<file path="src/rtl/sar_pkg.sv">
// ============================================================================
//  Module      : sar_pkg
//  Description : Shared types and helpers for the successive-approximation search engine.
//  Revision    : 1.0 - initial release
// ============================================================================
`default_nettype none

package sar_pkg;

    localparam int c_sar_width = 4;
    localparam int c_sar_idx_w = $clog2(c_sar_width);

    typedef enum logic [1:0] {
        IDLE  = 2'd0,
        TRIAL = 2'd1,
        DONE  = 2'd2
    } sar_state_t;

    // Index register width for an arbitrary WIDTH; never narrower than one bit.
    function automatic int idx_width(input int w);
        return (w < 2) ? 1 : $clog2(w);
    endfunction

    // Exactly one of the three comparator verdicts must be asserted.
    function automatic logic onehot3_ok(input logic gt, input logic lt, input logic eq);
        return (gt ^ lt ^ eq) & ~(gt & lt & eq);
    endfunction

endpackage

`default_nettype wire

</file>
<file path="src/rtl/sar_search_if.sv">
// ============================================================================
//  Module      : sar_search_if
//  Description : Request / comparator / result bundle between a SAR engine and its user.
//  Revision    : 1.0 - initial release
// ============================================================================
`default_nettype none

interface sar_search_if #(
    parameter int WIDTH = 4
);
    logic             start;
    logic             cmp_gt;
    logic             cmp_lt;
    logic             cmp_eq;
    logic [WIDTH-1:0] trial;
    logic             busy;
    logic             done;
    logic [WIDTH-1:0] result;
    logic             cmp_err;

    modport master (
        output start, cmp_gt, cmp_lt, cmp_eq,
        input  trial, busy, done, result, cmp_err
    );

    modport slave (
        input  start, cmp_gt, cmp_lt, cmp_eq,
        output trial, busy, done, result, cmp_err
    );
endinterface

`default_nettype wire

</file>
<file path="src/rtl/sar_search.sv">
// ============================================================================
//  Module      : sar_search
//  Description : Resolves an unknown WIDTH-bit target MSB-first through an external
//                comparator. Optional macro SAR_EARLY_EXIT_EN ends on an eq verdict.
//  Revision    : 1.0 - initial release
// ============================================================================
`default_nettype none

module sar_search
    import sar_pkg::*;
#(
    parameter int WIDTH = c_sar_width
) (
    input  wire logic       clk,
    input  wire logic       rst,
    sar_search_if.slave     bus
);

    localparam int               IDX_W       = idx_width(WIDTH);
    localparam logic [WIDTH-1:0] c_trial_msb = WIDTH'(1) << (WIDTH - 1);
    localparam logic [IDX_W-1:0] c_idx_top   = IDX_W'(WIDTH - 1);

    sar_state_t       r_state;
    sar_state_t       w_state_nxt;
    logic [WIDTH-1:0] r_trial;
    logic [IDX_W-1:0] r_idx;
    logic [WIDTH-1:0] r_result;
    logic             r_cmp_err;

    logic             w_verdict_ok;
    logic             w_last_bit;
    logic             w_eq_exit;
    logic [WIDTH-1:0] w_bit;
    logic [WIDTH-1:0] w_trial_upd;

    assign w_verdict_ok = onehot3_ok(bus.cmp_gt, bus.cmp_lt, bus.cmp_eq);
    assign w_last_bit   = (r_idx == '0);
    assign w_bit        = WIDTH'(1) << r_idx;
    // Only an lt verdict clears the bit under test; gt and eq both keep it.
    assign w_trial_upd  = bus.cmp_lt ? (r_trial & ~w_bit) : r_trial;

`ifdef SAR_EARLY_EXIT_EN
    assign w_eq_exit = bus.cmp_eq;
`else
    assign w_eq_exit = 1'b0;
`endif

    // State register
    always_ff @(posedge clk or posedge rst) begin
        if (rst) begin
            r_state <= IDLE;
        end else begin
            r_state <= w_state_nxt;
        end
    end

    // Next-state logic
    always_comb begin
        w_state_nxt = r_state;
        case (r_state)
            IDLE: begin
                if (bus.start) begin
                    w_state_nxt = TRIAL;
                end
            end
            TRIAL: begin
                if (!w_verdict_ok || w_eq_exit || w_last_bit) begin
                    w_state_nxt = DONE;
                end
            end
            DONE: begin
                w_state_nxt = IDLE;
            end
            default: begin
                w_state_nxt = IDLE;
            end
        endcase
    end

    // Outputs
    always_comb begin
        bus.busy    = (r_state == TRIAL);
        bus.done    = (r_state == DONE);
        bus.trial   = r_trial;
        bus.result  = r_result;
        bus.cmp_err = r_cmp_err;
    end

    // Search datapath: trial, bit index, result and error flag
    always_ff @(posedge clk or posedge rst) begin
        if (rst) begin
            r_trial   <= '0;
            r_idx     <= c_idx_top;
            r_result  <= '0;
            r_cmp_err <= 1'b0;
        end else begin
            case (r_state)
                IDLE: begin
                    if (bus.start) begin
                        r_trial   <= c_trial_msb;
                        r_idx     <= c_idx_top;
                        r_result  <= '0;
                        r_cmp_err <= 1'b0;
                    end
                end
                TRIAL: begin
                    if (!w_verdict_ok) begin
                        r_result  <= '0;
                        r_cmp_err <= 1'b1;
                    end else if (w_eq_exit) begin
                        r_result <= r_trial;
                    end else if (w_last_bit) begin
                        r_trial  <= w_trial_upd;
                        r_result <= w_trial_upd;
                    end else begin
                        r_trial <= w_trial_upd | (w_bit >> 1);
                        r_idx   <= r_idx - IDX_W'(1);
                    end
                end
                DONE: begin
                    r_trial <= '0;
                end
                default: begin
                    r_trial <= '0;
                end
            endcase
        end
    end

endmodule

`default_nettype wire

</file>
<file path="src/flat_wrapper.sv">
// flat-port wrapper written by rule: the top's interface ports become plain ports
module sar_search_flat import sar_pkg::*;
#(
    parameter int WIDTH = c_sar_width
)
  (clk, rst, bus_start, bus_cmp_gt, bus_cmp_lt, bus_cmp_eq, bus_trial, bus_busy, bus_done, bus_result, bus_cmp_err);
  sar_search_if #(.WIDTH(WIDTH)) bus_i ();
  input  wire logic clk;
  input  wire logic rst;
  input wire logic [$bits(bus_i.start)-1:0] bus_start;
  input wire logic [$bits(bus_i.cmp_gt)-1:0] bus_cmp_gt;
  input wire logic [$bits(bus_i.cmp_lt)-1:0] bus_cmp_lt;
  input wire logic [$bits(bus_i.cmp_eq)-1:0] bus_cmp_eq;
  output wire logic [$bits(bus_i.trial)-1:0] bus_trial;
  output wire logic [$bits(bus_i.busy)-1:0] bus_busy;
  output wire logic [$bits(bus_i.done)-1:0] bus_done;
  output wire logic [$bits(bus_i.result)-1:0] bus_result;
  output wire logic [$bits(bus_i.cmp_err)-1:0] bus_cmp_err;
  assign bus_i.start = bus_start;
  assign bus_i.cmp_gt = bus_cmp_gt;
  assign bus_i.cmp_lt = bus_cmp_lt;
  assign bus_i.cmp_eq = bus_cmp_eq;
  assign bus_trial = bus_i.trial;
  assign bus_busy = bus_i.busy;
  assign bus_done = bus_i.done;
  assign bus_result = bus_i.result;
  assign bus_cmp_err = bus_i.cmp_err;
  sar_search #(.WIDTH(WIDTH)) u_core (.clk(clk), .rst(rst), .bus(bus_i));
endmodule
</file>
<file path="config.mk">
export PLATFORM = sky130hd
export DESIGN_NAME = sar_search_flat
export DESIGN_NICKNAME = d
export VERILOG_FILES = /design/src/rtl/sar_pkg.sv /design/src/rtl/sar_search_if.sv /design/src/rtl/sar_search.sv /design/src/flat_wrapper.sv
export SDC_FILE = /design/constraint.sdc
export NUM_CORES = 1
export LEC_CHECK = 0
export ABC_AREA = 1
export CAP_MARGIN = 15
export CORE_MARGIN = 2
export CORE_UTILIZATION = 25
export CTS_CLUSTER_DIAMETER = 150
export DETAILED_ROUTE_END_ITERATION = 16
export PLACE_DENSITY_LB_ADDON = 0.08
export SETUP_SLACK_MARGIN = 0.15
export SYNTH_ARGS = -nofsm -noshare
export SYNTH_HDL_FRONTEND = slang
export SYNTH_SLANG_ARGS = --single-unit
</file>
<file path="constraint.sdc">
create_clock -name clk -period 1.4 [get_ports clk]
set_input_delay 0.35 -clock clk [delete_from_list [all_inputs] [get_ports clk]]
set_output_delay 0.35 -clock clk [all_outputs]
set_load 0.01 [all_outputs]
</file>
==> qor.yml <==
yosys:
  synthCells: 99
  synthAdderAreaFrac_pct: 8.32
  yosys.area.top_type_share_pct: 36.6
  synthSimpleGateAreaFrac_pct: 34.8
  ys_seq_area_share_pct: 43.6
  syn_area_um2: 752
  synth_cell_types: 16
  syn_nets: 110
  synth_xor_xnor_area_share_pct: 0
  yosys-top-cells-area: "dfrtp_1, nand2_1, ha_1"
  yosys_warnings: 0
  synth_mux_area_share_pct: 0
  synth_top_family_by_area: "simple AND/OR/NAND/NOR gates"
  synth_top_area_cell: "dfrtp_1"
  avgSynthCellArea_um2: 7.60
  synth-compound-area-share_pct: 6.32
  ys_ff_latch: 13
die:
  core_region_area_um2: 2810
  dieHeight_um: 58.8
  die_w_um: 58.8
  num_rows: 19
  initial_core_util_pct: 26.8
  ioPinCount: 17
  dieArea_um2: 3460
global_routing:
  grt_pass1_wl_mm: 3.28
  grt_usage_pct: 12.4
  grt_antenna_before_repair: 0
  grt_pass1_vias: 735
  grt-ovfl-total: 0
  grt_start_max_net_pins: 14
cells_and_area:
  multi_input_area_um2: 500
  layout.cells.non_filler: 169
  antennaDiodeCount: 0
  final_cell_area_um2: 1210
  final_util_pct: 43.1
  drive_gt1_share_pct: 50.7
  syn2layout_area_growth_pct: 60.9
  layout_common_cells: "nand2_1, buf_4, nand2_2, dfrtp_1"
  n_fill_cell: 309
  layout_commonest_cell: "nand2_1"
  final_nets: 150
  regArea_um2: 328
clock_tree:
  cts_tree: "built"
  clockBufferDepth: 2
  cts-htree-levels: 1
  hold_buffers: 0
  clock-sinks: 13
  cts_made_buffers: 3
  clock_latency_ns: 0.28
  clk_pin_slew_ns: 0.08
  root_buffer: "clkbuf_4"
critical_path:
  r2r_setup_slack_ns: 0.08
  cp-start-kind: "flop"
  path_cells: "buf_6 > nor2_4 > buf_6"
  cp-end-kind: "output pin"
  crit_arrival_ns: 0.99
  worst-setup-path-type: "reg -> out"
  max_stage_delay_ns: 0.41
  critical_path_required_ns: 1.05
  critical_path_buf_inv_count: 2
  crit_family: "flip-flops"
  cpMostUsedCell: "buf_6"
  slowest_stage: "dfrtp_1"
  cp_max_fo: 2
route:
  wl_per_cell_um: 11.2
  ant_nets: 0
  drt_iter0_markers: 6
  drc: 0
  avgViaCountPerCell: 4.41
  drt_pass1_iterations: 4
  wl_mm: 1.89
  vias: 746
sta:
  setup_viol: 0
  min_period_ns: 1.34
  drv_slew: 0
  rsz0062_at_grt: "true"
  worst_pin_slew_ns: 0.252
  fin_worst_skew_ns: 0.00380
  slew_headroom_pct: 83.2
  finalCritPeriodShare_pct: 95.9
  clock.fmax_mhz: 745
  hold_viol_final: 0
run_status:
  status: "finished clean"
power:
  irDropWorstVdd_mv: 1.12
  power_density_nw_per_um2: 2210
  p_leak_nw: 0.622
hold_path:
  hold_path.class: "in -> async"
place:
  dp_hpwl_mm: 1.35
  place.gp.congestion: 0.767
  dp_cells: 153
  place_area_um2: 1030
  port_buffers: 16
run:
  cap_viol_max_count: 0
## Yosys cell counts
library cell and number:
nor2_1 5, nand3_1 7, a21boi_0 1, nand3_2 1, a21oi_1 1, nor2_4 1
o21ai_0 7, nand2_2 2, nand4_2 1, inv_1 10, ha_1 5, nand2_1 43
inv_2 1, dfstp_2 2, buf_6 1, dfrtp_1 11
## layout make-up
| type | instances | share of cell area (%) |
|---|---|---|
| sequential | 13 | 27.1 |
| inverter | 11 | 3.62 |
| clock buffer | 4 | 2.17 |
| timing repair buffer | 36 | 22.5 |
| multi-input combinational | 74 | 41.4 |
| tap | 31 | 3.21 |
## layer usage
metal / wire [um] / track usage, % / up-vias
met5: 0 / 0 / -
met4: 10 / 1.95 / 0
met3: 91 / 5.05 / 2
met2: 948 / 21.0 / 14
met1: 835 / 15.1 / 341
li1: - / - / 389
## logic make-up (layout without fill, tap and decap cells)
| family | Yosys count | in the layout |
|---|---|---|
| DFF | 13 | 13 |
| AOI/OAI and AO/OA | 9 | 9 |
| and+or+nand+nor | 60 | 60 |
| buffers and inverters | 12 | 51 |
| adders and majority gates | 5 | 5 |
## where the power goes
part | switching, mW | internal [mW]
sequential | 0.111 | 0.555
combinational | 0.947 | 0.829
clock | 0.123 | 0.111
total | 1.18 | 1.49
## state kept, by name, indices dropped and copies added (netlist names)
| name | cells |
|---|---|
| u_core.r_state | 2 |
| u_core.bus.result | 4 |
| u_core.bus.cmp_err | 1 |
| u_core.bus.trial | 4 |
| u_core.r_idx | 2 |
## timing repair
action,in CTS,in global routing
setup buffers,9,3
resized for setup,58,26
setup endpoints to repair,24,21
pin swaps,11,13
endpoints found under the hold margin,0,0
## tightest hold or removal path, cell delays in order
cell	delay (ns)
clkdlybuf4s50_1	0.39
inv_1	0.05
buf_4	0.20
## stage by stage
step,hold slack (ns),power (mW),setup WS (ns),setup TNS [ns]
floorplan,0.226,1.48,0.134,0
global placement,0.464,2.03,-0.366,-4.24
detailed placement,0.471,2.03,-0.411,-4.79
CTS,0.353,2.57,0.0384,0
global route,0.380,2.92,-0.00739,-0.0199
finish,0.352,2.68,0.0581,0
## path summary, 6_finish.rpt
path | startpoint | end | cells after the start
setup reg to reg | u_core.r_idx[0]$_DFFE_PP1P_ | u_core.bus.result[3]$_DFFE_PP0P_ | 7
max in group asynchronous | rst | u_core.r_idx[0]$_DFFE_PP1P_ | 3
setup / recovery | u_core.r_state[0]$_DFFE_PP0P_ | bus_done | 3
min in group clk | u_core.bus.result[0]$_DFFE_PP0P_ | u_core.bus.result[0]$_DFFE_PP0P_ | 2
hold / removal | rst | u_core.bus.trial[3]$_DFFE_PP0P_ | 3
hold reg to reg | u_core.bus.result[0]$_DFFE_PP0P_ | u_core.bus.result[0]$_DFFE_PP0P_ | 2
Power figures use the tool's default switching activity.
